### config.mk
export PLATFORM = sky130hd
export DESIGN_NAME = bcd_sync_par_down_cntr_flat
export DESIGN_NICKNAME = d
export VERILOG_FILES = /design/src/rtl/bcd_pkg.sv /design/src/rtl/bcd_sync_par_down_cntr_if.sv /design/src/rtl/bcd_down_digit.sv /design/src/rtl/bcd_sync_par_down_cntr.sv /design/src/flat_wrapper.sv
export SDC_FILE = /design/constraint.sdc
export NUM_CORES = 1
export LEC_CHECK = 0
export ABC_AREA = 1
export BUFFER_PORTS_ARGS = -buffer_cell sky130_fd_sc_hd__buf_2
export CAP_MARGIN = 40
export CORE_MARGIN = 1
export CORE_UTILIZATION = 27
export DETAILED_ROUTE_END_ITERATION = 7
export HOLD_SLACK_MARGIN = 0.02
export SETUP_SLACK_MARGIN = 0.3
export SLEW_MARGIN = 40
export SYNTH_ARGS = -nofsm -noshare
export SYNTH_HDL_FRONTEND = slang
export SYNTH_SLANG_ARGS = --single-unit
### constraint.sdc
create_clock -name clk -period 3 [get_ports clk]
set_input_delay 0.6 -clock clk [delete_from_list [all_inputs] [get_ports clk]]
set_output_delay 0.6 -clock clk [all_outputs]
set_load 0.1 [all_outputs]
### src/rtl/bcd_pkg.sv
// Shared BCD digit constants and the digit clamp used on parallel loads.
package bcd_pkg;

  localparam int unsigned BCD_W = 4;
  localparam logic [BCD_W-1:0] BCD_MAX  = 4'd9;
  localparam logic [BCD_W-1:0] BCD_ZERO = 4'd0;

  function automatic logic [BCD_W-1:0] bcd_clamp(input logic [BCD_W-1:0] digit);
    return (digit > BCD_MAX) ? BCD_MAX : digit;
  endfunction

endpackage

### src/rtl/bcd_sync_par_down_cntr_if.sv
// Control/status bundle of the BCD down counter; the master drives the controls.
interface bcd_sync_par_down_cntr_if #(
  parameter int unsigned DIGITS = 2
);
  import bcd_pkg::*;

  logic                    cnt_en;
  logic                    load;
  logic [BCD_W*DIGITS-1:0] load_val;
  logic [BCD_W*DIGITS-1:0] count;
  logic                    borrow;
  logic                    ldnout;
  logic                    load_err;

  modport master (
    output cnt_en, load, load_val,
    input  count, borrow, ldnout, load_err
  );

  modport slave (
    input  cnt_en, load, load_val,
    output count, borrow, ldnout, load_err
  );

endinterface

### src/rtl/bcd_down_digit.sv
// One BCD digit of the down counter: load > reload > decrement > hold.
module bcd_down_digit
  import bcd_pkg::*;
(
  input  logic             clk,
  input  logic             rstn,
  input  logic             load,
  input  logic [BCD_W-1:0] ld_digit,
  input  logic             dec,
  input  logic             reload,
  input  logic [BCD_W-1:0] rl_digit,
  output logic [BCD_W-1:0] digit,
  output logic             is_zero
);

  logic [BCD_W-1:0] digit_q, digit_d;

  always_comb begin
    digit_d = digit_q;
    if (load) begin
      digit_d = ld_digit;
    end else if (reload) begin
      digit_d = rl_digit;
    end else if (dec) begin
      digit_d = (digit_q == BCD_ZERO) ? BCD_MAX : digit_q - 4'd1;
    end
  end

  always_ff @(posedge clk) begin
    if (!rstn) begin
      digit_q <= BCD_ZERO;
    end else begin
      digit_q <= digit_d;
    end
  end

  assign digit   = digit_q;
  assign is_zero = (digit_q == BCD_ZERO);

endmodule

### src/rtl/bcd_sync_par_down_cntr.sv
// Presettable multi-digit BCD down counter with borrow look-ahead, cascade borrow
// and auto-reload (or wrap to all 9s) on underflow.
module bcd_sync_par_down_cntr
  import bcd_pkg::*;
#(
  parameter int unsigned DIGITS      = 2,
  parameter bit          AUTO_RELOAD = 1'b1
) (
  input  logic                          clk,
  input  logic                          rstn,
  bcd_sync_par_down_cntr_if.slave       bus
);

  localparam int unsigned W = BCD_W * DIGITS;

  logic [W-1:0]      ld_clamped;
  logic [W-1:0]      count_w;
  logic [DIGITS-1:0] digit_bad;
  logic [DIGITS-1:0] is_zero;
  logic [DIGITS:0]   lower_zero;
  logic              underflow;

  logic [W-1:0]      preset_q, preset_d;
  logic              ldnout_q, ldnout_d;
  logic              load_err_q, load_err_d;

  // lower_zero[i] is the look-ahead borrow into digit i.
  assign lower_zero[0] = 1'b1;

  for (genvar g = 0; g < DIGITS; g++) begin : g_digit
    logic [BCD_W-1:0] rl_digit;

    assign ld_clamped[g*BCD_W +: BCD_W] = bcd_clamp(bus.load_val[g*BCD_W +: BCD_W]);
    assign digit_bad[g]     = (bus.load_val[g*BCD_W +: BCD_W] > BCD_MAX);
    assign lower_zero[g+1]  = lower_zero[g] & is_zero[g];
    assign rl_digit         = AUTO_RELOAD ? preset_q[g*BCD_W +: BCD_W] : BCD_MAX;

    bcd_down_digit u_digit (
      .clk      (clk),
      .rstn     (rstn),
      .load     (bus.load),
      .ld_digit (ld_clamped[g*BCD_W +: BCD_W]),
      .dec      (bus.cnt_en & lower_zero[g]),
      .reload   (underflow),
      .rl_digit (rl_digit),
      .digit    (count_w[g*BCD_W +: BCD_W]),
      .is_zero  (is_zero[g])
    );
  end

  assign underflow = bus.cnt_en & ~bus.load & lower_zero[DIGITS];

  always_comb begin
    preset_d   = preset_q;
    if (bus.load) begin
      preset_d = ld_clamped;
    end
    ldnout_d   = ~underflow;
    load_err_d = bus.load & (|digit_bad);
  end

  always_ff @(posedge clk) begin
    if (!rstn) begin
      preset_q   <= '0;
      ldnout_q   <= 1'b1;
      load_err_q <= 1'b0;
    end else begin
      preset_q   <= preset_d;
      ldnout_q   <= ldnout_d;
      load_err_q <= load_err_d;
    end
  end

  assign bus.count    = count_w;
  assign bus.borrow   = underflow;
  assign bus.ldnout   = ldnout_q;
  assign bus.load_err = load_err_q;

endmodule

### src/flat_wrapper.sv
// flat-port wrapper written by rule: the top's interface ports become plain ports
module bcd_sync_par_down_cntr_flat import bcd_pkg::*;
#(
  parameter int unsigned DIGITS      = 2,
  parameter bit          AUTO_RELOAD = 1'b1
)
  (clk, rstn, bus_cnt_en, bus_load, bus_load_val, bus_count, bus_borrow, bus_ldnout, bus_load_err);
  bcd_sync_par_down_cntr_if #(.DIGITS(DIGITS)) bus_i ();
  input  logic clk;
  input  logic rstn;
  input wire logic [$bits(bus_i.cnt_en)-1:0] bus_cnt_en;
  input wire logic [$bits(bus_i.load)-1:0] bus_load;
  input wire logic [$bits(bus_i.load_val)-1:0] bus_load_val;
  output wire logic [$bits(bus_i.count)-1:0] bus_count;
  output wire logic [$bits(bus_i.borrow)-1:0] bus_borrow;
  output wire logic [$bits(bus_i.ldnout)-1:0] bus_ldnout;
  output wire logic [$bits(bus_i.load_err)-1:0] bus_load_err;
  assign bus_i.cnt_en = bus_cnt_en;
  assign bus_i.load = bus_load;
  assign bus_i.load_val = bus_load_val;
  assign bus_count = bus_i.count;
  assign bus_borrow = bus_i.borrow;
  assign bus_ldnout = bus_i.ldnout;
  assign bus_load_err = bus_i.load_err;
  bcd_sync_par_down_cntr #(.DIGITS(DIGITS), .AUTO_RELOAD(AUTO_RELOAD)) u_core (.clk(clk), .rstn(rstn), .bus(bus_i));
endmodule
* Word-level counts from Yosys, hierarchy flattened
Cells that the tools add are included.
Word-level totals: output and inout bits 11, register bits after elaboration 18, bits of input ports 12
Operators by class: add/subtract/negate cells 2, $lt $le $gt $ge 2, multiplexer cells 10, reduce and logical (&&, ||, !) cells 5, bitwise operators 7
Operators by type and width (number):
- 4-bit 2-to-1 mux | 10
- 4-bit > comparator (second input constant) | 2
- 4-bit zero test | 2
- 4-bit by 1-bit subtractor with 4-bit output (second input constant) | 2
- 3-bit nonzero test | 2
- 1-bit bitwise AND | 5
- 1-bit inverter | 2
- 2-bit OR reduction | 1

* Longest topological paths before layout
word-level depth 5, mapped depth 10

* Cells and area by module
A second synthesis with hierarchy kept.
Second synthesis, totals: cell total of the unflattened synthesis 161, area, all modules 1028.5 µm²
Modules (own cells, without submodules):
- bcd_down_digit | cells an instance 50, times used 2, area an instance 290.3 µm²
- bcd_sync_par_down_cntr | cells an instance 61, times used 1, area an instance 447.9 µm²

* Worst setup path before layout
No wires, ideal clock.
path kind reg2out, start register u_core.g_digit[0].u_digit.digit_q[0], end output bus_borrow, data arrival time 1.604 ns, required time 2.400 ns, buffers on the path 0, stages on the path, launching flop included 6, slack 0.796 ns, cells stage by stage dfxtp_1 > nor2_4 > nand2_4 > nor2_8 > nand2_4 > clkinv_4
On the way: cells in the longest elaborated chain, start to end 3
RTL lines:
- start, declared | RTL line bcd_down_digit.sv:16 | logic [BCD_W-1:0] digit_q, digit_d;
- start signal, assigned | RTL line bcd_down_digit.sv:33 | digit_q <= digit_d;
- 4-bit zero test | RTL line bcd_down_digit.sv:38 | assign is_zero = (digit_q == BCD_ZERO);
- 1-bit bitwise AND | RTL line bcd_sync_par_down_cntr.sv:35 | assign lower_zero[g+1] = lower_zero[g] & is_zero[g];
- 1-bit bitwise AND | RTL line bcd_sync_par_down_cntr.sv:51 | assign underflow = bus.cnt_en & ~bus.load & lower_zero[DIGITS];
- end, declared | RTL line flat_wrapper.sv:15 | output wire logic [$bits(bus_i.borrow)-1:0] bus_borrow;
Every way passes these cells.

* Final worst setup path
start input bus_load, end output bus_borrow
On the way: cells in the longest elaborated chain, start to end 3
RTL lines:
- start, declared | RTL line flat_wrapper.sv:12 | input wire logic [$bits(bus_i.load)-1:0] bus_load;
- 1-bit inverter | RTL line bcd_sync_par_down_cntr.sv:51
- 1-bit bitwise AND (2 in series) | RTL line bcd_sync_par_down_cntr.sv:51
Every way passes these cells.

==> impl_metrics.json <==
{
  "area_delta_synth_final_pct": 18.62,
  "core-area_um2": 3716,
  "cts_resized": 0,
  "p_per_area_nw_per_um2": 564.4,
  "gr-usage-all-layers_pct": 13.04,
  "crit_family": "buffers and inverters",
  "tritoncts.num_buffers": 3,
  "vias": 994,
  "dr.pass1.iters": 4,
  "rsz0062_at_grt": "no",
  "synth_seq_cells": 18,
  "cts.sinks": 18,
  "finalInstanceArea_um2": 1267,
  "wl_um": 2387,
  "cts_setup_buffers": 0,
  "syn_avg_cell_area_um2": 6.763,
  "cts_hold_buf": 0,
  "fin_skew_ns": 0.004417,
  "critPathMaxFanout": 17,
  "die_x_um": 64.91,
  "grt_max_degree": 18,
  "slowest_stage": "buf_2",
  "total_leakage_power_uw": 0.0006488,
  "slew_viol_final": 0,
  "die_area_um2": 4213,
  "diodes": 0,
  "min_period_ns": 2.400,
  "max_freq_ghz": 0.4166,
  "syn-num-nets": 170,
  "setup_tns_ns": 0,
  "grt_remaining_overflow": 0,
  "outcome": "finished clean",
  "synthCells": 158,
  "vias_per_cell": 4.341,
  "antenna_found_initial": 0,
  "nFillCells": 422,
  "swShare_pct": 40.01,
  "required_ns": 2.40,
  "comb_power_share_pct": 32.9,
  "synthArstFlopShare_pct": 0,
  "synth_edf_count": 0,
  "ir_worst_vdd_v": 0.0001564,
  "io_pins": 23,
  "ys_types": 25,
  "yosys_warnings": 0,
  "crit_chain": "buf_2 -> clkinv_4 -> nand2_2 -> nor2_4 -> nand2_4 -> clkinv_4 -> buf_2",
  "worstSetupStartpointType": "input port",
  "dieHeight_um": 64.91,
  "ant_nets": 0,
  "hp-class": "flip-flop to flip-flop",
  "power.share.clock_pct": 29.1,
  "synthesis.area_um2": 1069,
  "fin_ws_ns": 0.5997,
  "wl_per_cell_um": 10.42,
  "slew_headroom_pct": 67.65,
  "grt_pass1_vias": 914,
  "cts.htree.levels": 1,
  "clock_latency_ns": 0.26,
  "p_int_uw": 429.1,
  "first_iter_violations": 61,
  "place_area_um2": 1212,
  "root_buffer": "clkbuf_8",
  "drc": 0,
  "criticalPathCategory": "input port to output port",
  "setup_viol": 0,
  "ys.flop_type": "dfxtp_1",
  "worst_pin_slew_ns": 0.4886,
  "start_util_pct": 28.75,
  "min_period_over_period_pct": 80.01,
  "path_buf_inv": 4,
  "worstPathArrival_ns": 1.80,
  "grt_pass1_wl_um": 4215,
  "cap_violations": 0,
  "clk_path_buf_depth": 2,
  "rows": 22,
  "holdWs_ns": 0.4737,
  "fin_nets": 194,
  "pre_cts_slack_ns": 0.5952,
  "portBuffers": 22,
  "max_stage_delay_ns": 0.42,
  "drive_gt1_share_pct": 26.52,
  "report.final.hold_viol_count": 0,
  "ys_seq_area_share_pct": 33.72,
  "cts_tree": "yes",
  "p_seq_share_pct": 38.1,
  "switchingPower_uw": 286.2,
  "cp-end-kind": "output port",
  "gp_congestion": 0.7921,
  "dp_hpwl_um": 1835,
  "clkTransAtPathRegs_ns": 0.07
}
-- registers in the layout, summed over array words and instances, names as in the netlist --
register,flops
u_core.bus.ldnout,1
u_core.bus.load_err,1
u_core.g_digit.u_digit.digit,8
u_core.preset_q,8
-- tightest hold or removal path: stages (launching register included) --
cell     delay, ns
dfxtp_1       0.31
nand2_1       0.06
a21oi_1       0.06
-- stage by stage --
step                      total power [uW]  utilization, %  std cells
after detailed placement             513.2           32.63        225
after global placement               512.7           32.63        225
after CTS                            720.0           34.11        229
final                                715.3           34.11        229
after global routing                 755.0           34.11        229
after floorplan                      472.6               -        158
-- cells in the final DEF, fill, tap and decap left out, types with 3 or more instances in the layout --
| cell | n |
|---|---|
| dfxtp_1 | 18 |
| nand3_2 | 4 |
| inv_1 | 23 |
| nand2_2 | 3 |
| clkbuf_8 | 4 |
| a21oi_1 | 11 |
| nor2_1 | 12 |
| o21ai_0 | 9 |
| inv_2 | 4 |
| nand2_1 | 38 |
| buf_2 | 22 |
| nand3_1 | 13 |
-- path summary, 6_finish.rpt --
path / start / endpoint / slack (ns) / cells past startpoint
worst max-delay path: bus_load / bus_borrow / 0.60 / 7
worst min-delay path: u_core.preset_q[4] / u_core.preset_q[4] / 0.47 / 2
worst max register to register: u_core.g_digit[0].u_digit.digit[0] / u_core.g_digit[1].u_digit.digit[2] / 1.66 / 8
worst min register to register: u_core.preset_q[4] / u_core.preset_q[4] / 0.47 / 2
-- cell families (layout without fill, tap and decap cells) --
kind of cell,Yosys count,in the layout,synth area share [%]
XOR/XNOR,1,1,0.8198
AND/OR/NAND/NOR,79,79,37.59
buffers and inverters,34,57,14.29
AO/OA/AOI/OAI,26,26,13.58
flip-flops,18,18,33.72
-- Yosys cell counts, types with 2 or more instances --
cell      count  area share (%)
nand2_1      38              13
nor2_1       12             4.2
clkinv_4      2             1.6
inv_1        23             8.1
nand3_2       4             3.7
nor2_4        2             2.1
clkinv_1      2            0.70
nand3_1      13             6.1
inv_2         4             1.4
a21boi_0      2             1.4
o21ai_0       9             4.2
a21oi_2       2             1.6
a21oi_1      11             5.2
nor2_2        2             1.2
dfxtp_1      18              34
nand2_4       2             2.1
buf_6         2             2.1
nand2_2       3             1.8
-- per-layer routing --
metal	global-route usage (%)	part of all wire, %	vias to the layer above
li1	-	-	537
met4	5.833	1.5	0
met1	18.62	55	432
met2	18.49	40	21
met5	0	0	-
met3	2.641	3.5	4
-- cell type report --
type / count / area (um2) / share of cell area [%]
clock buffers: 4 / 55.05 / 4.344
inverters: 31 / 126.4 / 9.970
multi-input cells: 106 / 555.5 / 43.83
flip-flops and latches: 18 / 360.3 / 28.43
well taps: 48 / 60.06 / 4.738
repair buffers: 22 / 110.1 / 8.687
-- power groups by stage --
stage	clock [uW]	sequential (uW)	combinational, uW
after floorplan	0	358	115
after global placement	0	278	235
after detailed placement	0	278	235
after CTS	211	273	236
after global routing	224	275	255
final	208	272	235
No activity file was read; power rests on OpenSTA's default activity.
